`src/rtl/rx_ring_logger_if.sv`:
```
// Byte-stream and display bundle between the UART receiver, the ring logger and the FND driver.
// The master drives the receive/control strobes; the slave (logger) drives the display and status.
interface rx_ring_logger_if #(
    parameter int D_WIDTH = 8,
    parameter int A_WIDTH = 4
);
    logic               rx_done;
    logic [D_WIDTH-1:0] rx_data;
    logic               rd_mode;
    logic               rd_step;
    logic               clr;
    logic [D_WIDTH-1:0] fnd_data;
    logic               fnd_valid;
    logic [A_WIDTH:0]   count;
    logic               full;
    logic               empty;
    logic               ovf;

    modport master (
        output rx_done, rx_data, rd_mode, rd_step, clr,
        input  fnd_data, fnd_valid, count, full, empty, ovf
    );

    modport slave (
        input  rx_done, rx_data, rd_mode, rd_step, clr,
        output fnd_data, fnd_valid, count, full, empty, ovf
    );
endinterface

```
`src/rtl/rx_ring_logger.sv`:
```
// Circular byte logger on an inferred simple-dual-port RAM with live echo and
// step-through pop display; pops deliver to fnd_data two edges after the step.
module rx_ring_logger #(
    parameter int D_WIDTH   = 8,
    parameter int A_WIDTH   = 4,
    parameter int OVERWRITE = 0
) (
    input logic             clk,
    input logic             n_rst,
    rx_ring_logger_if.slave bus
);
    localparam logic [A_WIDTH:0]   FULL_CNT = {1'b1, {A_WIDTH{1'b0}}};
    localparam logic [A_WIDTH:0]   CNT_ONE  = 1;
    localparam logic [A_WIDTH-1:0] PTR_ONE  = 1;

    localparam logic [1:0] S_IDLE = 2'd0;
    localparam logic [1:0] S_RD   = 2'd1;
    localparam logic [1:0] S_LAT  = 2'd2;

    logic [D_WIDTH-1:0] mem [2**A_WIDTH];
    logic [D_WIDTH-1:0] rdata_q;

    logic [A_WIDTH-1:0] wptr_q, wptr_d, rptr_q, rptr_d;
    logic [A_WIDTH:0]   count_q, count_d;
    logic [1:0]         state_q, state_d;
    logic               ovf_q, ovf_d;
    logic               fnd_valid_q, fnd_valid_d;
    logic [D_WIDTH-1:0] fnd_data_q, fnd_data_d;

    logic full, empty, pop_acc, wr_acc, wr_over;

    assign full  = (count_q == FULL_CNT);
    assign empty = (count_q == '0);

    // A write into a full buffer is still accepted when a pop frees a slot at the same edge.
    assign pop_acc = !bus.clr && (state_q == S_IDLE) && bus.rd_mode && bus.rd_step && !empty;
    assign wr_acc  = !bus.clr && bus.rx_done && (!full || pop_acc || (OVERWRITE != 0));
    assign wr_over = wr_acc && full && !pop_acc;

    always_comb begin
        wptr_d      = wptr_q;
        rptr_d      = rptr_q;
        count_d     = count_q;
        state_d     = state_q;
        ovf_d       = ovf_q;
        fnd_valid_d = 1'b0;
        fnd_data_d  = fnd_data_q;
        if (bus.clr) begin
            wptr_d     = '0;
            rptr_d     = '0;
            count_d    = '0;
            state_d    = S_IDLE;
            ovf_d      = 1'b0;
            fnd_data_d = '0;
        end else begin
            if (wr_acc)
                wptr_d = wptr_q + PTR_ONE;
            if (pop_acc || wr_over)
                rptr_d = rptr_q + PTR_ONE;
            case ({wr_acc && !wr_over, pop_acc})
                2'b10:   count_d = count_q + CNT_ONE;
                2'b01:   count_d = count_q - CNT_ONE;
                default: count_d = count_q;
            endcase
            if (bus.rx_done && full && !pop_acc)
                ovf_d = 1'b1;
            // A completing pop owns the display even if the switch went back to live mode.
            if (state_q == S_LAT) begin
                fnd_data_d  = rdata_q;
                fnd_valid_d = 1'b1;
            end else if (wr_acc && !bus.rd_mode) begin
                fnd_data_d = bus.rx_data;
            end
            case (state_q)
                S_IDLE:  state_d = pop_acc ? S_RD : S_IDLE;
                S_RD:    state_d = S_LAT;
                S_LAT:   state_d = S_IDLE;
                default: state_d = S_IDLE;
            endcase
        end
    end

    // The pop snapshots the oldest entry at acceptance, before any same-edge write lands.
    always_ff @(posedge clk) begin
        if (wr_acc)
            mem[wptr_q] <= bus.rx_data;
        if (pop_acc)
            rdata_q <= mem[rptr_q];
    end

    always_ff @(posedge clk or negedge n_rst) begin
        if (!n_rst) begin
            wptr_q      <= '0;
            rptr_q      <= '0;
            count_q     <= '0;
            state_q     <= S_IDLE;
            ovf_q       <= 1'b0;
            fnd_valid_q <= 1'b0;
            fnd_data_q  <= '0;
        end else begin
            wptr_q      <= wptr_d;
            rptr_q      <= rptr_d;
            count_q     <= count_d;
            state_q     <= state_d;
            ovf_q       <= ovf_d;
            fnd_valid_q <= fnd_valid_d;
            fnd_data_q  <= fnd_data_d;
        end
    end

    assign bus.fnd_data  = fnd_data_q;
    assign bus.fnd_valid = fnd_valid_q;
    assign bus.count     = count_q;
    assign bus.full      = full;
    assign bus.empty     = empty;
    assign bus.ovf       = ovf_q;
endmodule

```
`src/flat_wrapper.sv`:
```
// flat-port wrapper written by rule: the top's interface ports become plain ports
module rx_ring_logger_flat 
#(
    parameter int D_WIDTH   = 8,
    parameter int A_WIDTH   = 4,
    parameter int OVERWRITE = 0
)
  (clk, n_rst, bus_rx_done, bus_rx_data, bus_rd_mode, bus_rd_step, bus_clr, bus_fnd_data, bus_fnd_valid, bus_count, bus_full, bus_empty, bus_ovf);
  rx_ring_logger_if #(.D_WIDTH(D_WIDTH), .A_WIDTH(A_WIDTH)) bus_i ();
  input logic clk;
  input logic n_rst;
  input wire logic [$bits(bus_i.rx_done)-1:0] bus_rx_done;
  input wire logic [$bits(bus_i.rx_data)-1:0] bus_rx_data;
  input wire logic [$bits(bus_i.rd_mode)-1:0] bus_rd_mode;
  input wire logic [$bits(bus_i.rd_step)-1:0] bus_rd_step;
  input wire logic [$bits(bus_i.clr)-1:0] bus_clr;
  output wire logic [$bits(bus_i.fnd_data)-1:0] bus_fnd_data;
  output wire logic [$bits(bus_i.fnd_valid)-1:0] bus_fnd_valid;
  output wire logic [$bits(bus_i.count)-1:0] bus_count;
  output wire logic [$bits(bus_i.full)-1:0] bus_full;
  output wire logic [$bits(bus_i.empty)-1:0] bus_empty;
  output wire logic [$bits(bus_i.ovf)-1:0] bus_ovf;
  assign bus_i.rx_done = bus_rx_done;
  assign bus_i.rx_data = bus_rx_data;
  assign bus_i.rd_mode = bus_rd_mode;
  assign bus_i.rd_step = bus_rd_step;
  assign bus_i.clr = bus_clr;
  assign bus_fnd_data = bus_i.fnd_data;
  assign bus_fnd_valid = bus_i.fnd_valid;
  assign bus_count = bus_i.count;
  assign bus_full = bus_i.full;
  assign bus_empty = bus_i.empty;
  assign bus_ovf = bus_i.ovf;
  rx_ring_logger #(.D_WIDTH(D_WIDTH), .A_WIDTH(A_WIDTH), .OVERWRITE(OVERWRITE)) u_core (.clk(clk), .n_rst(n_rst), .bus(bus_i));
endmodule
```
`config.mk`:
```
export PLATFORM = sky130hd
export DESIGN_NAME = rx_ring_logger_flat
export DESIGN_NICKNAME = d
export VERILOG_FILES = /design/src/rtl/rx_ring_logger_if.sv /design/src/rtl/rx_ring_logger.sv /design/src/flat_wrapper.sv
export SDC_FILE = /design/constraint.sdc
export NUM_CORES = 1
export LEC_CHECK = 0
export BUFFER_PORTS_ARGS = -buffer_cell sky130_fd_sc_hd__buf_4
export CORE_ASPECT_RATIO = 0.5
export CORE_MARGIN = 2
export CORE_UTILIZATION = 57
export CTS_BUF_LIST = sky130_fd_sc_hd__clkbuf_8
export CTS_CLUSTER_SIZE = 28
export DETAILED_ROUTE_END_ITERATION = 12
export PLACE_DENSITY = 0.76
export SLEW_MARGIN = 20
export SYNTH_ARGS = -nofsm -noshare
export SYNTH_HDL_FRONTEND = slang
export SYNTH_SLANG_ARGS = --single-unit
```
`constraint.sdc`:
```
create_clock -name clk -period 2.35 [get_ports clk]
set_clock_uncertainty 0.2 [all_clocks]
set_input_delay 0.3525 -clock clk [delete_from_list [all_inputs] [get_ports clk]]
set_output_delay 0.3525 -clock clk [all_outputs]
set_load 0.005 [all_outputs]
```
-- Word-level counts from Yosys, hierarchy flattened
Memories as Yosys holds them, arrays and structs flattened. A register that Yosys moved wholly into a read port is not among the register bits.
Index checks and enable logic that the tools add are counted.
- register bits: 25
- bits in latches: 0
- bits in writable memories: 128
- bits in read-only memories: 0
- input port bits: 14
- output and inout bits: 17
- word-level logic and storage cells: 62
- memories: 1
- $add $sub $neg: 4
- $mul: 0
- divide/modulo/power cells: 0
- order comparisons: 0
- equal/unequal tests: 5
- shifts and indexed selects: 0
- muxes and demuxes: 18
- bitwise logic cells: 0
- reduce and logical (&&, ||, !) cells: 27
- memories (name ; words ; width ; rd ports ; clocked after memory_dff ; wr ports ; RTL line ; text):
    u_core.mem ; 16 ; 8 ; 1 ; 1 ; 1 ; rx_ring_logger.sv:20 ; logic [D_WIDTH-1:0] mem [2**A_WIDTH];
- operators with widths (kind ; number):
    $mux W8 ; 3
    $mux W4 ; 4
    $logic_and A1 B1 Y1 ; 12
    $pmux W5 S2 ; 1
    $add A4 B1 Y4 const B ; 2
    $mux W1 ; 7
    $logic_not A1 Y1 ; 6
    $reduce_bool A2 Y1 ; 3
    $reduce_bool A3 Y1 ; 2
    $add A5 B1 Y5 const B ; 1
    $eq A5 B5 Y1 const B ; 1
    $logic_not A5 Y1 ; 1
    $mux W5 ; 1
    $sub A5 B1 Y5 const B ; 1
    $eq A2 B1 Y1 const B ; 2
    $eq A2 B2 Y1 const B ; 2
    $pmux W2 S2 ; 1
    $logic_not A2 Y1 ; 1
    $logic_or A1 B1 Y1 ; 2
    $mux W2 ; 1

-- Depth between registers and ports, before layout
Gate-level depths: netlist of run 1.
- depth after elaboration: 14
- depth in mapped cells: 10
- mapped depth without buffers: 10

-- Least setup slack after synthesis of run 1
OpenSTA, ideal clock, no wires.
- path type: register to register
- start: register u_core.count_q[1], in the netlist u_core.bus.count[1]
- end: register u_core.count_q[4], in the netlist u_core.bus.count[4]
- library setup time: 0.082 ns
- arrival time: 2.320 ns
- data required time: 2.068 ns
- slack: -0.252 ns
- stages on the path, launching flop included: 11
- path buffers: 0
- path through: dfrtp_1 nor4_4 a211oi_4 nand2_2 inv_2 ha_1 nand2b_1 a21oi_1 and3_1 or3_1 a31oi_1
- longest elaborated chain between the ends: 12
- elaborated cells on any way between the ends: 19
- those cells by class: 2 x add/sub; 3 x eq/ne; 2 x mux; 12 x reduce/logical
- ends and longest elaborated chain (item ; RTL line ; text):
    start: declaration ; rx_ring_logger.sv:24 ; logic [A_WIDTH:0] count_q, count_d;
    start signal: assignment ; rx_ring_logger.sv:103 ; count_q <= count_d;
    $logic_not A5 Y1 ; rx_ring_logger.sv:33 ; assign empty = (count_q == '0);
    $logic_not A1 Y1 ; rx_ring_logger.sv:36 ; assign pop_acc = !bus.clr && (state_q == S_IDLE) && bus.rd_mode && bus.rd_step && !empty;
    $logic_and A1 B1 Y1 ; rx_ring_logger.sv:36 ;
    $logic_or A1 B1 Y1 ; rx_ring_logger.sv:37 ; assign wr_acc = !bus.clr && bus.rx_done && (!full || pop_acc || (OVERWRITE != 0));
    $logic_and A1 B1 Y1 ; rx_ring_logger.sv:37 ;
    $logic_and A1 B1 Y1 (2 in series) ; rx_ring_logger.sv:38 ; assign wr_over = wr_acc && full && !pop_acc;
    $logic_not A1 Y1 ; rx_ring_logger.sv:60 ; case ({wr_acc && !wr_over, pop_acc})
    $logic_and A1 B1 Y1 ; rx_ring_logger.sv:60 ;
    $eq A2 B1 Y1 or $eq A2 B2 Y1 (tied branches) ; rx_ring_logger.sv:60 ;
    $pmux W5 S2 ; rx_ring_logger.sv:60 ;
    $mux W5 ; rx_ring_logger.sv:48 ; if (bus.clr) begin
Several ways; a longest one is shown, not always the timed one.
A chain may end at the register's enable or synchronous reset.

-- Worst setup path in the final report of run 1
- start: register u_core.state_q[1]
- end: register u_core.count_q[4], in the netlist u_core.bus.count[4]
- longest elaborated chain between the ends: 14
- elaborated cells on any way between the ends: 17
- those cells by class: 2 x eq/ne; 2 x mux; 13 x reduce/logical
- ends and longest elaborated chain (item ; RTL line ; text):
    start: declaration ; rx_ring_logger.sv:25 ; logic [1:0] state_q, state_d;
    start signal: assignment ; rx_ring_logger.sv:104 ; state_q <= state_d;
    $logic_not A2 Y1 (*) ; rx_ring_logger.sv:36 ;
    $logic_and A1 B1 Y1 (*) (4 in series) ; rx_ring_logger.sv:36 ;
    $logic_or A1 B1 Y1 ; rx_ring_logger.sv:37 ;
    $logic_and A1 B1 Y1 ; rx_ring_logger.sv:37 ;
    $logic_and A1 B1 Y1 (2 in series) ; rx_ring_logger.sv:38 ;
    $logic_not A1 Y1 ; rx_ring_logger.sv:60 ;
    $logic_and A1 B1 Y1 ; rx_ring_logger.sv:60 ;
    $eq A2 B1 Y1 or $eq A2 B2 Y1 (tied branches) ; rx_ring_logger.sv:60 ;
    $pmux W5 S2 ; rx_ring_logger.sv:60 ;
    $mux W5 ; rx_ring_logger.sv:48 ;
Mark *: on every way between the ends. The rest lies on a longest branch, timed or not.

==> results by stage, run 1 <==
Setup path:
- In this run the number of cells on the critical path is 9.
- In this run the register-to-register setup slack is -0.11 ns.
- Data on the critical path arrives at its endpoint at 2.63 ns.
- The endpoint of the worst register-to-register path is u_core.bus.count[4]$_DFFE_PN0P_.
- The reg-to-reg startpoint is u_core.state_q[1]$_DFF_PN0_.
- The slowest stage of the critical path is the dfrtp_1 cell.
- Counting cells, the worst reg-to-reg path comes to 9.
- In this run the worst setup path terminates at u_core.bus.count[4]$_DFFE_PN0P_.
- The startpoint type of the worst setup path is a flip-flop.
- The biggest fanout along the worst timing path is 4.
- The category of the worst setup path capture point is a flip-flop.
- At the worst endpoint, the required time is 2.52 ns.
- The worst stage delay on the critical path is 0.39 ns.
- The start point of the critical path is u_core.state_q[1]$_DFF_PN0_.
- Walking the worst path, the cells encountered are nand4bb_4 > a211oi_4 > nand2_2 > fa_2 > nand2b_4 > a21oi_4 > nor3_1 > or3_1 > a31oi_1.
- Counting both buffers and inverters, the worst setup path holds a total of 0.
- The start-to-end type of the worst setup path is flip-flop to flip-flop.
- On the critical path the largest part of the delay comes from simple AND/OR/NAND/NOR gates.

STA:
- Setup violations remaining at the end of the flow were counted as 54.
- The period utilization is 105%.
- The worst max-slew margin expressed relative to the limit is 65.5%.
- Based on the critical path, the design can be clocked at up to 406 MHz.
- Setup repair after global routing could not meet its margin everywhere.
- The sum of negative setup slack is -0.600 ns.
- The slack of the critical path is -0.115 ns.
- The final worst hold slack is 0.0252 ns.
- The clock period minus worst slack is 2.46 ns.
- The final count of hold timing violations came to 0.
- For the pin with the worst max-slew slack, the measured transition is 0.518 ns.
- The count of pins over their slew limit was 0.

Min path:
- The tightest min-delay check is of the input port to flip-flop type.
- In this run the most critical hold path is launched from bus_rx_done.

Final layout:
- The final layout net count is 448.
- After routing the design area is 8100 um2.
- The leading cell type in the layout, fill and taps excluded is edfxtp_1.
- The sequential cell area in the final layout is 4710 um2.
- The relative area change from synthesis to final layout is 23.4%.
- In the final layout, the multi-input gates occupy 1940 um2.
- Cells with a size suffix above 1 make up 45.9% of the layout.
- The number of diodes added for antenna fixing is 0.
- In the layout the commonest cells are edfxtp_1 (136), buf_4 (56), mux4_2 (40).
- The fill cell instance count of the final layout is 644.
- Cells fill 72.9% of the core in the end.

Pwr:
- Overall power consumption after layout is estimated at 6.24 mW.
- The total power per unit cell area is 770 nW/um2.
- The net switching component of the power is 1.51 mW.
- Net switching is 24.2% of the power.
- The internal power component is 4.72 mW.
- Summed over all cells, the static leakage comes to 2.86 nW.
- The power share of the clock group is 34.0%.
- The part of the power in combinational logic is 14.1%.
- Sequential cells account for 51.8% of the total power.
- The largest vdd supply drop is 0.000397 V.

Synth:
- The post-synthesis sequential area ratio is 71.7%.
- The number of library cell types mapped by synthesis is 42.
- Summing the areas of all compound-gate instances in the mapped netlist gives 3.45% of the synthesized area.
- After Yosys synthesis, and, or, nand and nor cells account for 5.83% of the synthesized area.
- The async set-reset flop share out of synthesis is 15.5%.
- The xor/xnor share of the synthesized area is 0.667%.
- A synthesized cell averages 19.4 um2.
- Yosys mapped a number of flops with a built-in enable equal to 136.
- The cell area after synthesis is 6570 um2.
- The leading register cell type out of synthesis is edfxtp_1.
- The number of instances in the synthesized netlist is 339.
- The adder-cell share of the synthesized area is 1.83%.
- The synthesized netlist net count is 362.
- The register bit total from synthesis is 161.
- The Yosys step of the flow raised 0 warnings.
- The portion of synthesized area spent on multiplexers is 15.1%.
- After synthesis, the largest family of logic cells by area is multiplexers.

Floorplanning:
- The area of the core is 11100 um2.
- The number of standard-cell rows in the floorplan is 27.
- The die is 156 um wide.
- The area enclosed by the die boundary is 12400 um2.
- The boundary pin count is 31.
- The floorplan step set the die height to 79.9 um.
- For this configuration, the core starts out at a cell density of 59.1%.

Global route:
- For this run, the total global-route usage over all layers was measured as 23.5%.
- The first-pass GRT wire length is 20.4 mm.
- The via count of the first global-routing pass came to 3548.
- The maximum number of pins on one net before global-route repair is 36.
- The residual overflow from global routing is 0.
- The number of antenna violations at the first check in global routing was 0.

Routing:
- The routed design has 13.6 mm of wire.
- For this block, the initial DRC count from the detailed router was 368.
- The residual antenna-violating net count after detailed routing is 0.
- In the routed layout, each cell is associated on average with a via count of 6.02.
- The DRC violation count after routing is 0.
- The number of vias after detailed routing is 3509.
- In the final routed layout, each cell accounts on average for 23.4 um.
- The total iterations of the first detailed-routing run is 5.

CTS:
- The sink count of the clock tree is 161.
- Clock latency on the worst-skew pair, taken at its later pin, is 0.45 ns.
- CTS built an H-tree with a depth of 4.
- The number of buffers inserted during clock tree synthesis is 17.
- Clock-pin slew was measured on the worst setup and hold paths at 0.09 ns.
- Counting along the longest clock path gives a buffer depth of 2.
- The root buffer cell is clkbuf_8.
- The TritonCTS clock tree is yes.

Placed design:
- During placement, the flow inserted port buffers numbering 30.
- Routability-driven placement finished with a final weighted congestion of 0.857.
- The post-DP HPWL is 9.17 mm.
- The cell area after placement is 7540 um2.

Status:
- The final reports fail on setup timing.
- The run finished, with violations left.

Job:
- Max-cap violations in this run came to 0.
state kept, by name, summed over array words and instances (netlist names):
signal / count
u_core.mem: 128
u_core.bus.count: 5
u_core.bus.fnd_valid: 1
u_core.rdata_q: 8
u_core.rptr_q: 4
u_core.bus.fnd_data: 8
u_core.state_q: 2
u_core.bus.ovf: 1
u_core.wptr_q: 4
kinds of logic (layout without fill, tap and decap cells):
group / count (synthesis) / after routing
AO/OA/AOI/OAI: 31 / 31
XOR/XNOR: 5 / 5
adder cells (fa/ha/maj): 9 / 9
buffers and inverters: 23 / 122
flip-flops: 161 / 161
multiplexers: 47 / 47
AND/OR/NAND/NOR: 63 / 63
synthesized netlist by cell type, drive strengths merged (6+ instances only):
cell / number / area, um2
edfxtp: 136 / 4080
mux4: 40 / 901
dfrtp: 25 / 626
nand2: 14 / 55.1
clkbuf: 11 / 41.3
nor2: 10 / 37.5
o21ai: 10 / 50.1
and3: 9 / 56.3
a2bb2oi: 8 / 70.1
ha: 8 / 100
inv: 7 / 26.3
and2: 6 / 40.0
what timing repair did:
item | 4_1_cts | 5_1_grt
hold buffers | 1 | 0
pin swaps | 7 | 5
resized for setup | 10 | 33
endpoints found under the setup margin | 69 | 134
endpoints found under the hold margin | 25 | 0
setup buffers | 2 | 3
power groups by stage:
stage          logic (mW)  registers (mW)  clock network [mW]
3_3_place_gp        0.767            3.29                   0
6_report            0.882            3.23                2.12
5_1_grt             0.950            3.24                2.25
4_1_cts             0.835            3.23                2.15
3_5_place_dp        0.799            3.29                   0
2_1_floorplan       0.423            3.30                   0
metal layers:
metal,GRT usage [%],wire length [um]
met5,0,0
met4,7.89,126
met3,4.40,895
met2,36.3,6460
met1,34.5,6160
worst reg2reg max path, stage by stage (launching register included):
cell and delay (ns):
dfrtp_1 0.39, nand4bb_4 0.25, a211oi_4 0.21, nand2_2 0.12, fa_2 0.35, nand2b_4 0.15
a21oi_4 0.15, nor3_1 0.06, or3_1 0.31, a31oi_1 0.19
metrics by stage:
step	worst slack [ns]	instances
after global placement	-0.171	548
after floorplan	-0.127	339
final	-0.115	583
after detailed placement	-0.278	548
after CTS	-0.123	583
after global routing	-0.179	583
worst min path at each step:
stage / to / slack (ns) / depth (start not counted)
6_report: u_core.bus.ovf$_DFFE_PN0P_ / 0.03 / 3
2_1_floorplan: u_core.bus.count[0]$_DFFE_PN0P_ / -0.14 / 0
3_3_place_gp: u_core.bus.count[4]$_DFFE_PN0P_ / 0.07 / 1
5_1_grt: u_core.bus.count[4]$_DFFE_PN0P_ / 0.03 / 3
3_5_place_dp: u_core.bus.fnd_data[1]$_DFFE_PN0P_ / 0.08 / 1
4_1_cts: u_core.bus.ovf$_DFFE_PN0P_ / 0.007 / 3
cell type report:
type	count	area share, %
Sequential cell	161	58.2
Multi-Input combinational cell	155	24.0
Timing Repair Buffer	83	10.1
Clock buffer	17	2.89
Tap cell	145	2.24
Clock inverter	15	2.22
Inverter	7	0.355
Power figures use the tool's default switching activity.
==> inputs of run 2 (changes only) <==
SETUP_SLACK_MARGIN = 0.2   (was unset)
==> results by stage, run 2 (synthesis gave the netlist of run 1 again) <==
Status:
- The run finished, with violations left.
- The final reports fail on setup timing.

Min path:
- The type of the most critical hold path is input port to flip-flop.
- The cell depth of the worst hold path is 1.
- The path with the worst hold slack has its endpoint at u_core.mem[14][1]$_DFFE_PP_.
- The worst min-delay path startpoint is bus_rx_data[1].

Global route:
- The first global-routing pass estimated 21.6 mm of wire.
- For this run, the total global-route usage over all layers was measured as 24.7%.
- After global routing the overflow that remains totals 0.
- Entering global routing, the biggest net connects 36 pins.
- The via count of the first global-routing pass is 3808.
- The number of antenna violations at the first check in global routing came to 0.

Routing:
- The detailed-route vias per instance is 6.25.
- Across all layers, the routed design uses 3721 vias.
- After detailed routing, the number of remaining DRC violations is 0.
- For this block, the routed nets add up to 15.0 mm of wire.
- The total iterations of the first detailed-routing run is 4.
- The detail route stage leaves a number of antenna-violating nets equal to 0.
- The iteration-0 DRC count of the detailed router is 354.
- After detailed routing, the average wire length per cell comes to 25.1 um.

CTS:
- In this run the deepest clock path goes through 2 buffers.
- The clock latency on the worst-skew pair is 0.45 ns.
- The TritonCTS clock tree is yes.
- CTS built an H-tree with a depth of 4.
- The clock-pin slew reported for the worst setup and hold paths after clock tree synthesis is 0.09 ns.
- The root buffer cell is clkbuf_8.
- CTS saw 161 sinks.
- The number of buffers inserted during clock tree synthesis is 17.

Setup path:
- In this run the critical register-to-register path is captured at u_core.bus.count[4]$_DFFE_PN0P_.
- STA puts the critical path data arrival time at 2.66 ns.
- The number of cells on the worst reg-to-reg path is 9.
- On the worst path, the slowest cell contributes a delay of 0.40 ns.
- Walking the worst path, the cells encountered are nand4bb_4 > a211oi_4 > nand2_2 > fa_2 > nand2b_4 > a21oi_4 > nor3_2 > or3_1 > a31oi_1.
- The reg-to-reg startpoint is u_core.state_q[1]$_DFF_PN0_.
- The kind of cell with the highest combined delay along the critical path is simple AND/OR/NAND/NOR gates.
- The required arrival time at the worst endpoint is 2.52 ns.
- The register-to-register setup slack is -0.14 ns.
- The number of buffers and inverters on the critical path is 0.
- On the critical path, the stage with the largest delay is an instance of dfrtp_1.
- STA classifies the critical path startpoint as a flip-flop.
- STA classifies the critical path endpoint as a flip-flop.
- The biggest fanout along the worst timing path is 4.
- The start-to-end type of the worst setup path is flip-flop to flip-flop.

STA:
- The peak clock frequency supported by timing is 401 MHz.
- The clock period minus worst slack is 2.49 ns.
- Once routing completed, OpenROAD measured the worst setup slack at -0.143 ns.
- The worst path uses 106% of the clock period.
- The count of pins over their slew limit is 0.
- Hold is met by 0.0277 ns.
- The final count of hold timing violations was 0.
- For the pin with the worst max-slew slack, the measured transition is 0.547 ns.
- Setup repair after global routing could not meet its margin everywhere.
- Headroom to the max-slew limit came out at 63.5%.
- The total setup violations reported at the end of the flow is 63.

Pwr:
- The largest vdd supply drop is 0.000366 V.
- The share of total power consumed by net switching is 23.9%.
- The total power per unit cell area is 759 nW/um2.
- Combinational logic is responsible for 15.9% of the overall power.
- For this design the total switching power over the nets is 1.49 mW.
- Per report_power, the clock group accounts for 32.5% of the total.
- The static leakage is 2.92 nW.
- The internal power component is 4.77 mW.
- The share of total power in sequential cells is 51.6%.

Final layout:
- The repair_antennas step left the layout with diodes totalling 0.
- The relative area change from synthesis to final layout is 25.6%.
- Once layout is complete, the utilization of the core stands at 74.2%.
- The flip-flop count of the largest register after layout is 128.
- More flip-flops sit in one register than any other, and that register is u_core.mem.
- The library cell used most frequently in the layout, excluding fill and tap cells, is edfxtp_1.
- Leaving out fill and tap cells, the most frequent cells in the layout are edfxtp_1 (136), buf_4 (59), mux4_2 (40).
- The filler cells instantiated in the layout total 574.
- The post-route netlist has 48.4% of its cells at a drive strength greater than 1.
- The post-layout instance count excluding filler cells is 595.
- The final layout contains 460 nets.

Floorplanning:
- For this design the top-level I/O count stands at 31.
- The overall die width is 156 um.
- From bottom edge to top edge, the die measures 79.9 um.
- The initialized floorplan defines 27 standard-cell rows.
- In this run the standard cell core region covers 11100 um2.
- The die covers 12400 um2.
- Once the floorplan was initialized, standard cells occupied 59.1% of the core.

Placed design:
- Routability-driven placement finished with a final weighted congestion of 0.854.
- The HPWL after detailed placement is 9.00 mm.
- The number of placed instances, taps included is 542.
- Timing analysis after detailed placement gives a worst setup slack of -0.267 ns.
- The count of port buffers added during placement is 30.

Job:
- The number of max-cap violations is 0.
==> run 2: through the flow <==
| step | power, mW | setup TNS (ns) | cell area (um2) |
|---|---|---|---|
| after detailed placement | 4.07 | -11.62 | 7410 |
| after CTS | 6.15 | -0.117 | 8020 |
| final | 6.26 | -1.02 | 8250 |
| after global routing | 6.46 | -6.35 | 8250 |
| after floorplan | 3.73 | -0.252 | 6670 |
| after global placement | 4.03 | -8.11 | 7410 |
==> run 2: worst max path at each step <==
stage,from,to,slack (ns),cells after the start
floorplan,u_core.bus.count[2]$_DFFE_PN0P_,u_core.bus.count[4]$_DFFE_PN0P_,-0.13,10
global placement,bus_clr,u_core.bus.count[4]$_DFFE_PN0P_,-0.16,10
detailed placement,bus_clr,u_core.bus.count[4]$_DFFE_PN0P_,-0.27,10
CTS,u_core.state_q[1]$_DFF_PN0_,u_core.bus.count[4]$_DFFE_PN0P_,-0.09,9
global route,u_core.state_q[1]$_DFF_PN0_,u_core.bus.count[4]$_DFFE_PN0P_,-0.27,9
finish,u_core.state_q[1]$_DFF_PN0_,u_core.bus.count[4]$_DFFE_PN0P_,-0.14,9
==> run 2: area by class of cell <==
cell class                 count  area (um2)  share of cell area [%]
clock buffer                  17         234                    2.84
clock inverter                15         169                    2.05
inverter                       7        28.8                   0.349
multi-input combinational    155        1990                    24.2
sequential                   161        4710                    57.1
tap                          145         181                    2.20
timing repair buffer          95         928                    11.3
==> run 2: power by group through the flow <==
| stage | Combinational, mW | Sequential (mW) | Clock, mW |
|---|---|---|---|
| finish | 0.993 | 3.23 | 2.04 |
| global route | 1.06 | 3.24 | 2.16 |
| CTS | 0.877 | 3.23 | 2.04 |
| detailed placement | 0.774 | 3.29 | 0 |
| global placement | 0.745 | 3.29 | 0 |
| floorplan | 0.430 | 3.30 | 0 |
==> run 2: layer usage <==
layer	up-vias	GRT usage [%]	part of all wire [%]
li1	1560	-	-
met1	1934	34.9	43
met2	196	37.3	47
met3	31	7.55	7.9
met4	0	8.72	1.9
met5	-	0	0
==> run 2: repair_timing <==
item | CTS | global route
resized for setup | 29 | 39
gates cloned | 1 | 0
hold buffers | 1 | 0
endpoints found under the setup margin | 141 | 131
pin swaps | 14 | 10
setup buffers | 10 | 9
endpoints found under the hold margin | 25 | 0
==> inputs of run 3 (changes only) <==
BUFFER_PORTS_ARGS = -buffer_cell sky130_fd_sc_hd__buf_2   (was -buffer_cell sky130_fd_sc_hd__buf_4)
==> results by stage, run 3 (synthesis gave the netlist of run 1 again) <==
STA:
- The final worst hold slack is 0.0928 ns.
- Headroom to the max-slew limit came out at 55.0%.
- For the final routed database, the setup TNS stands at -7.39 ns.
- The final count of hold timing violations is 0.
- The slew at the pin with the worst max-slew slack is 0.676 ns.
- For the finished layout, the period the worst path requires is 2.47 ns.
- The period utilization is 105%.
- Setup repair after global routing could not meet its margin everywhere.
- The slack of the critical path is -0.124 ns.
- For this run, the top clock speed supported by timing is 404 MHz.
- The total setup violations reported at the end of the flow is 103.
- The count of pins over their slew limit is 0.

Floorplanning:
- In this run the standard cell core region covers 11100 um2.
- The y dimension of the die is 79.9 um.
- The die covers 12400 um2.
- The floorplan has 27 rows.
- For this configuration, the core starts out at a cell density of 59.1%.
- Pin placement for this block handled 31 I/O pins.
- From left edge to right edge, the die measures 156 um.

Final layout:
- At the end of the flow the core is filled with cells to 73.4%.
- Leaving out fill and tap cells, the most frequent cell in the layout is edfxtp_1.
- The post-layout instance count excluding filler cells is 595.
- Counting flops per register, the top entry is u_core.mem.
- The finished cells cover 8160 um2.
- After the last flow step, the layout net total stands at 460.
- The register with the most flip-flops in the layout has 128 of them.
- The top cell types in the final layout, fill and taps aside, are edfxtp_1 (136), mux4_2 (40), buf_2 (28), buf_4 (28), buf_6 (25).
- The repair_antennas step left the layout with diodes totalling 0.
- The share of post-route cells with drive strength above 1 is 48.0%.
- From synthesis to final layout, the design area changed by 24.2%.
- The fill cell instance count of the final layout is 586.

Routing:
- The first routing iteration left 370 violations.
- The per-cell routed wire length is 24.7 um.
- The number of vias after detailed routing is 3703.
- Once detail routing completed, the nets flagged for antenna violations numbered 0.
- The total iterations of the first detailed-routing run is 4.
- The final routed wirelength across all metal layers is 14.7 mm.
- The DRC violation count after routing is 0.
- The detailed-route vias per instance is 6.22.

Setup path:
- The category of the worst setup path capture point is a flip-flop.
- Along the worst path, the maximum fanout reaches 4.
- The startpoint type of the worst setup path is a flip-flop.
- The most critical setup path has its startpoint at u_core.bus.count[1]$_DFFE_PN0P_.
- The arrival time of the worst setup path is 2.64 ns.
- In this run the critical register-to-register path is launched from u_core.bus.count[1]$_DFFE_PN0P_.
- By startpoint and endpoint, the worst setup path is classified as flip-flop to flip-flop.
- Data on the critical path is required at its endpoint by 2.51 ns.

Placed design:
- Input and output buffers added on the ports amount to 30.
- The congestion estimate from routability-driven global placement came to 0.844.
- The wire-length estimate of the detail-placed layout is 9.12 mm.
- The number of placed instances, taps included, is 545.
- Once placement finished, the instance area stood at 7370 um2.
- The worst slack at placement is -0.269 ns.

Global route:
- The via count of the first global-routing pass is 3857.
- The maximum number of pins on one net before global-route repair is 36.
- The met2 usage is 41.0%.
- The number of antenna violations at the first check in global routing is 0.
- The first-pass GRT wire length is 22.8 mm.
- The global-route layer with the greatest usage is met2.
- For this run, global-route usage on met3 was measured as 7.49%.
- The global routing usage on met1 is 36.2%.
- Across every metal layer, demand over resource in global routing totals 26.0%.
- The residual overflow from global routing is 0.

Pwr:
- The total power of the final layout is 5.95 mW.
- The total power per unit cell area is 730 nW/um2.
- The largest vdd supply drop is 0.000397 V.
- In this run the static leakage power is 2.88 nW.

Min path:
- The type of the most critical hold path is input port to flip-flop.
- In this run the most critical hold path is launched from bus_rx_done.

CTS:
- The maximum buffer depth of the clock tree is 2.
- The clock latency on the worst-skew pair is 0.44 ns.
- The root buffer cell chosen for the clock tree is clkbuf_8.
- Counting the buffers created by CTS gives 17.
- The deepest level of the CTS H-tree is 4.
- TritonCTS built the clock tree.
- For this design, the sink count on the clock tree is 161.
- The clock-pin slew reported for the worst setup and hold paths after clock tree synthesis is 0.09 ns.

Status:
- The checks that failed: setup timing.
- The run finished, with violations left.

Job:
- The tool flagged a number of max-cap violations equal to 0.
-- run 3: changes by cell type in the layout (fill, tap and decap cells not counted), sizes merged --
cell and delta:
inv +6, bufinv -3, clkinv -3
-- run 3: where the power goes --
group / total, mW / switching (mW) / internal [mW]
combinational: 0.907 / 0.418 / 0.488
sequential: 3.23 / 0.0539 / 3.18
clock: 1.82 / 1.06 / 0.758
-- run 3: layout make-up --
class | instances | area (um2) | share of cell area (%)
flip-flops and latches | 161 | 4710 | 57.8
multi-input cells | 155 | 1960 | 24.0
repair buffers | 95 | 912 | 11.2
clock buffers | 17 | 234 | 2.87
well taps | 145 | 181 | 2.22
clock inverters | 15 | 128 | 1.56
inverters | 7 | 28.8 | 0.353
-- run 3: metal layers --
| layer | routed length, um | up-vias |
|---|---|---|
| li1 | - | 1562 |
| met1 | 6080 | 1926 |
| met2 | 7040 | 194 |
| met3 | 1380 | 21 |
| met4 | 205 | 0 |
| met5 | 0 | - |
-- run 3: final timing paths --
path / end / slack, ns / cells after the start
worst min register to register: u_core.bus.fnd_data[5]$_DFFE_PN0P_ / 0.33 / 2
worst max register to register: u_core.bus.count[4]$_DFFE_PN0P_ / -0.12 / 10
max in group asynchronous: u_core.rptr_q[0]$_DFFE_PN0P_ / 1.25 / 2
min in group asynchronous: u_core.bus.count[4]$_DFFE_PN0P_ / 0.28 / 2
worst min-delay path: u_core.bus.count[4]$_DFFE_PN0P_ / 0.09 / 3
worst max-delay path: u_core.bus.count[4]$_DFFE_PN0P_ / -0.12 / 10
-- run 3: timing repair --
item	in CTS	in global routing
hold buffers	1	0
pin swaps	18	5
buffers inserted	12	3
endpoints found under the hold margin	25	0
gates cloned	2	0
gates resized for setup	65	0
setup endpoints to repair	152	155
-- run 3: worst max-delay path, cell delays in order (launching register included) --
cell	delay (ns)
dfrtp_1	0.42
nor4_4	0.41
a211oi_4	0.12
nand2_2	0.13
inv_4	0.07
ha_4	0.30
nand2b_4	0.06
a21oi_4	0.14
nor3_1	0.06
or3_1	0.32
a31oi_1	0.15
